==> src/rtl/fetch_sequencer.sv <==
`default_nettype none
// ============================================================================
//  Module      : fetch_sequencer
//  Description : Fetch/exec controller for the 4-bit computer. Holds the PC,
//                latches ROM instructions and decodes operand-mux, register
//                load and RAM write controls.
//  Revision    : 1.0 - initial release
// ============================================================================
module fetch_sequencer #(
    parameter int PC_W   = 4,
    parameter int DATA_W = 4
) (
    input  logic              clk,
    input  logic              rst,
    input  logic              run,
    input  logic [7:0]        rom_data,
    input  logic              carry,
    output logic [PC_W-1:0]   rom_addr,
    output logic [DATA_W-1:0] imm,
    output logic              mux_sel,
    output logic              mux_enable,
    output logic              ld_a,
    output logic              ld_b,
    output logic              ram_we,
    output logic              halted
);

    localparam logic [1:0] c_st_idle  = 2'd0;
    localparam logic [1:0] c_st_fetch = 2'd1;
    localparam logic [1:0] c_st_exec  = 2'd2;
    localparam logic [1:0] c_st_halt  = 2'd3;

    localparam logic [3:0] c_op_ldai = 4'h1;
    localparam logic [3:0] c_op_ldbi = 4'h2;
    localparam logic [3:0] c_op_ldam = 4'h3;
    localparam logic [3:0] c_op_ldbm = 4'h4;
    localparam logic [3:0] c_op_sta  = 4'h6;
    localparam logic [3:0] c_op_jmp  = 4'h7;
    localparam logic [3:0] c_op_jnc  = 4'h8;
    localparam logic [3:0] c_op_hlt  = 4'hF;

    logic [1:0]      r_state;
    logic [1:0]      w_state_next;
    logic [PC_W-1:0] r_pc;
    logic [PC_W-1:0] w_pc_next;
    logic [PC_W-1:0] w_jump_tgt;
    logic [7:0]      r_ir;
    logic [3:0]      w_opcode;

    assign w_opcode   = r_ir[7:4];
    assign w_jump_tgt = PC_W'(r_ir[DATA_W-1:0]);
    assign rom_addr   = r_pc;
    assign imm        = r_ir[DATA_W-1:0];
    assign halted     = (r_state == c_st_halt);

    always_comb begin
        w_state_next = r_state;
        w_pc_next    = r_pc;
        mux_sel      = 1'b0;
        mux_enable   = 1'b0;
        ld_a         = 1'b0;
        ld_b         = 1'b0;
        ram_we       = 1'b0;
        case (r_state)
            c_st_idle: begin
                if (run) w_state_next = c_st_fetch;
            end
            c_st_fetch: begin
                w_state_next = run ? c_st_exec : c_st_idle;
            end
            c_st_exec: begin
                // Every instruction advances the PC except taken jumps and HLT.
                w_state_next = c_st_fetch;
                w_pc_next    = r_pc + 1'b1;
                case (w_opcode)
                    c_op_ldai: begin mux_enable = 1'b1; ld_a = 1'b1; end
                    c_op_ldbi: begin mux_enable = 1'b1; ld_b = 1'b1; end
                    c_op_ldam: begin mux_enable = 1'b1; mux_sel = 1'b1; ld_a = 1'b1; end
                    c_op_ldbm: begin mux_enable = 1'b1; mux_sel = 1'b1; ld_b = 1'b1; end
                    c_op_sta:  ram_we = 1'b1;
                    c_op_jmp:  w_pc_next = w_jump_tgt;
                    c_op_jnc:  if (!carry) w_pc_next = w_jump_tgt;
                    c_op_hlt: begin
                        w_pc_next    = r_pc;
                        w_state_next = c_st_halt;
                    end
                    default: ;
                endcase
            end
            default: ;
        endcase
    end

    always_ff @(posedge clk) begin
        if (rst) begin
            r_state <= c_st_idle;
            r_pc    <= '0;
            r_ir    <= 8'h00;
        end else begin
            r_state <= w_state_next;
            r_pc    <= w_pc_next;
            if (r_state == c_st_fetch && run) r_ir <= rom_data;
        end
    end

endmodule
`default_nettype wire

==> config.mk <==
export PLATFORM = sky130hd
export DESIGN_NAME = fetch_sequencer
export DESIGN_NICKNAME = d
export VERILOG_FILES = /design/src/rtl/fetch_sequencer.sv
export SDC_FILE = /design/constraint.sdc
export NUM_CORES = 1
export LEC_CHECK = 0
export CAP_MARGIN = 10
export CORE_ASPECT_RATIO = 0.9
export CORE_MARGIN = 2
export CORE_UTILIZATION = 45
export CTS_CLUSTER_DIAMETER = 30
export DETAILED_ROUTE_END_ITERATION = 6
export PLACE_DENSITY = 0.89
export SYNTH_ARGS = -nofsm -noshare
export SYNTH_HDL_FRONTEND = slang
export SYNTH_SLANG_ARGS = --single-unit
export TNS_END_PERCENT = 30
==> constraint.sdc <==
create_clock -name clk -period 2.4 [get_ports clk]
set_input_delay 0.48 -clock clk [delete_from_list [all_inputs] [get_ports clk]]
set_output_delay 0.48 -clock clk [all_outputs]
set_load 0.02 [all_outputs]
==> impl_metrics.prom <==
# TYPE chip_impl_metric gauge
chip_impl_metric{name="cts_setup_buffers",unit=""} 0
chip_impl_metric{name="setup-tns-final",unit="ns"} 0
chip_impl_metric{name="die_width",unit="µm"} 49.2
chip_impl_metric{name="multiInputGateArea",unit="µm²"} 473
chip_impl_metric{name="vias_in_the_first_global_route",unit=""} 758
chip_impl_info{name="cp_cell_sequence",value="ha_2 > nand2b_1 > nor3b_1 > or2_1 > dlygate4sd2_1"} 1
chip_impl_info{name="run_status",value="completed"} 1
chip_impl_metric{name="yosysWarningCount",unit=""} 0
chip_impl_metric{name="drt-initial-drc-count",unit=""} 16
chip_impl_metric{name="dieHeight",unit="µm"} 44.7
chip_impl_metric{name="static-leakage-power",unit="µW"} 0.000405
chip_impl_metric{name="floorplan.rows",unit=""} 14
chip_impl_metric{name="worstSkewPairLatency",unit="ns"} 0.29
chip_impl_info{name="clock_tree.root_cell",value="clkbuf_4"} 1
chip_impl_info{name="tritoncts_clock_tree",value="yes"} 1
chip_impl_metric{name="numCtsBuffers",unit=""} 3
chip_impl_metric{name="clock-sinks",unit=""} 14
chip_impl_metric{name="total_routing_usage_gr",unit=""} 0.201
chip_impl_metric{name="antenna_cells_inserted",unit=""} 0
chip_impl_metric{name="synth_nets",unit=""} 121
chip_impl_metric{name="seq_area_frac_synth",unit=""} 0.338
chip_impl_metric{name="grt_antenna_before_repair",unit=""} 0
chip_impl_metric{name="finalHoldViolations",unit=""} 0
chip_impl_metric{name="coreArea",unit="mm²"} 0.00170
chip_impl_metric{name="layout_worst_path_cycle_share",unit=""} 0.939
chip_impl_info{name="grt_setup_unrepaired",value="no"} 1
chip_impl_metric{name="vias",unit=""} 791
chip_impl_metric{name="initial_core_utilization",unit=""} 0.487
chip_impl_metric{name="detail-route-antenna-nets",unit=""} 0
chip_impl_metric{name="ctsHtreeMaxLevel",unit=""} 1
chip_impl_metric{name="max_cap_viol_count",unit=""} 0
chip_impl_metric{name="gpl.final_weighted_congestion",unit=""} 0.815
chip_impl_metric{name="synth_seq_cells",unit=""} 14
chip_impl_metric{name="timing_max_transition_violations_final",unit=""} 0
chip_impl_info{name="critical_path.endpoint_type",value="output port"} 1
chip_impl_metric{name="netlist_instances",unit=""} 103
chip_impl_metric{name="layout_stage_area_growth_over_the_synthesis_result",unit="%"} 31.7
chip_impl_metric{name="vdd_ir_drop_max",unit="V"} 0.000312
chip_impl_metric{name="worst_slack",unit="ns"} 0.145
chip_impl_metric{name="cts_max_path_buffers",unit=""} 2
chip_impl_metric{name="io-pin-count",unit=""} 26
chip_impl_metric{name="preCtsSetupSlack",unit="ns"} 0.134
chip_impl_metric{name="yosysUniqueCellTypes",unit=""} 32
chip_impl_info{name="critical_path_start_type",value="flip-flop"} 1
chip_impl_metric{name="io_buffers",unit=""} 25
chip_impl_metric{name="slew_headroom",unit=""} 0.646
chip_impl_metric{name="worst-endpoint-required",unit="ns"} 1.92
chip_impl_metric{name="arrival",unit="ns"} 1.77
chip_impl_info{name="critPathLaunch",value="r_state[1]"} 1
chip_impl_metric{name="cp_slowest_stage_delay",unit="ns"} 0.42
chip_impl_metric{name="timing.final.setup_violations",unit=""} 0
chip_impl_metric{name="synthesis.area_per_instance",unit="µm²"} 8.04
chip_impl_info{name="hp-start",value="r_ir[0]"} 1
chip_impl_metric{name="grt_residual_overflow",unit=""} 0
chip_impl_metric{name="avgViaCountPerCell",unit=""} 5.38
chip_impl_metric{name="largest_net_degree_at_the_start_of_global_routing",unit=""} 15
chip_impl_metric{name="detailed_place_hpwl",unit="mm"} 1.47
chip_impl_metric{name="upper_clock_frequency_limit",unit="GHz"} 0.444
chip_impl_metric{name="hold_buffers",unit=""} 0
chip_impl_info{name="worst_hold_path_type",value="reg2reg"} 1
chip_impl_metric{name="power_density",unit="mW/mm²"} 501
chip_impl_metric{name="final_critical_period",unit="ns"} 2.25
chip_impl_metric{name="initial_drt_pass_iterations",unit=""} 4
chip_impl_info{name="slowest_stage",value="dfxtp_1"} 1
chip_impl_metric{name="fp.dieArea",unit="mm²"} 0.00220
chip_impl_metric{name="fin_skew",unit="ns"} 0.000830
chip_impl_info{name="reg_to_reg_startpoint",value="r_state[1]"} 1
chip_impl_metric{name="detail_route.wirelength",unit="mm"} 1.97
chip_impl_metric{name="detail_route.wl_per_cell",unit="µm"} 13.4
chip_impl_metric{name="sequential_cell_area",unit="µm²"} 282
chip_impl_info{name="setup.worst_path.class",value="reg2out"} 1
chip_impl_metric{name="tightest_slew",unit="ns"} 0.529
chip_impl_metric{name="layout.filler_cells",unit=""} 167
chip_impl_metric{name="critical_path_peak_fanout",unit=""} 5
chip_impl_metric{name="drcViolationCount",unit=""} 0
chip_impl_metric{name="path_clk_slew",unit="ns"} 0.09
chip_impl_metric{name="post_route_cells_drive_above_1_share",unit=""} 0.106
chip_impl_metric{name="finish.net_count",unit=""} 142
chip_impl_metric{name="syn_area",unit="µm²"} 828
chip_impl_metric{name="grt_first_pass_wirelength",unit="mm"} 3.28
## through the flow
stage               instances  total power (µW)  hold slack [ns]  cell area [µm²]   util
finish                    147               546            0.482             1090  0.642
global route              147               578            0.513             1090  0.642
CTS                       147               552            0.483             1080  0.638
detailed placement        143               376            0.471             1050  0.620
global placement          143               370            0.463             1050  0.620
floorplan                 103               333            0.449              828      -
## sequential cells by signal, summed over array words and instances (netlist names)
| name | count |
|---|---|
| r_ir | 8 |
| r_state | 2 |
| rom_addr | 4 |
## cell usage in the layout, fill, tap and decap left out, drive strengths merged, types with 2 or more instances in the layout
cell / instances
a21oi: 11
nand3: 14
nand2b: 3
a21o: 2
nor2: 3
dlygate4sd2: 4
nand2: 16
dfxtp: 14
clkdlybuf4s50: 20
a211oi: 2
nor3: 2
or4b: 2
a31oi: 3
clkbuf: 4
ha: 6
inv: 4
## power breakdown
| part | total (µW) | switching, µW | internal (µW) |
|---|---|---|---|
| registers | 266 | 19.2 | 247 |
| clock network | 174 | 82.0 | 92.5 |
| logic | 106 | 52.6 | 53.5 |
## worst max-delay path, delay by kind of cell, from the launching register on
kind | cells | cell delay, ns
adders and majority gates | 1 | 0.26
buffers and inverters | 1 | 0.33
DFF | 1 | 0.42
and+or+nand+nor | 3 | 0.49
## worst paths after layout
kind / cells past startpoint / endpoint / slack, ns
worst max-delay path: 5 / mux_enable / 0.15
worst min-delay path: 2 / r_ir[0] / 0.48
worst max register to register: 5 / rom_addr[3] / 0.68
worst min register to register: 2 / r_ir[0] / 0.48
## cell families (layout without fill, tap and decap cells)
| logic type | after synthesis | in the layout | synth area share |
|---|---|---|---|
| adders and majority gates | 6 | 6 | 0.0906 |
| xor gates and xnor gates | 1 | 1 | 0.0106 |
| buffers and inverters | 14 | 34 | 0.0937 |
| muxes | 1 | 1 | 0.0121 |
| AOI/OAI and AO/OA | 20 | 20 | 0.162 |
| and+or+nand+nor | 47 | 47 | 0.293 |
| DFF | 14 | 14 | 0.338 |
## per-layer routing
| metal | up-vias | track usage | wire [µm] |
|---|---|---|---|
| li1 | 395 | - | - |
| met1 | 365 | 0.228 | 822 |
| met4 | 0 | 0.126 | 55 |
| met2 | 24 | 0.357 | 1000 |
| met5 | - | 0 | 0 |
| met3 | 7 | 0.0397 | 94 |
## cell usage after synthesis (all sizes together)
| cell | number | area share |
|---|---|---|
| a211oi | 2 | 0.024 |
| a21o | 2 | 0.018 |
| a21oi | 11 | 0.066 |
| a31oi | 3 | 0.023 |
| and2 | 1 | 0.0076 |
| buf | 8 | 0.066 |
| clkbuf | 2 | 0.0091 |
| dfxtp | 14 | 0.34 |
| ha | 6 | 0.091 |
| inv | 4 | 0.018 |
| mux2i | 1 | 0.012 |
| nand2 | 16 | 0.073 |
| nand2b | 3 | 0.023 |
| nand3 | 14 | 0.085 |
| nand3b | 1 | 0.0091 |
| nand4 | 1 | 0.0076 |
| nand4b | 1 | 0.011 |
| nor2 | 3 | 0.014 |
| nor3 | 2 | 0.012 |
| nor3b | 1 | 0.0091 |
| o21ai | 1 | 0.0060 |
| o22ai | 1 | 0.024 |
| or2 | 1 | 0.0076 |
| or3 | 1 | 0.0076 |
| or4b | 2 | 0.029 |
| xnor2 | 1 | 0.011 |
## timing repair
item / 4_1_cts / 5_1_grt
endpoints found under the setup margin: 4 / 2
resized for setup: 4 / 3
endpoints found under the hold margin: 0 / 0
## area by class of cell
type | instances | share of cell area
sequential | 14 | 0.258
tap | 24 | 0.0275
multi-input combinational | 75 | 0.433
inverter | 4 | 0.0138
timing repair buffer | 26 | 0.234
clock buffer | 4 | 0.0333
Note: power is estimated with default switching activity, not from simulation.
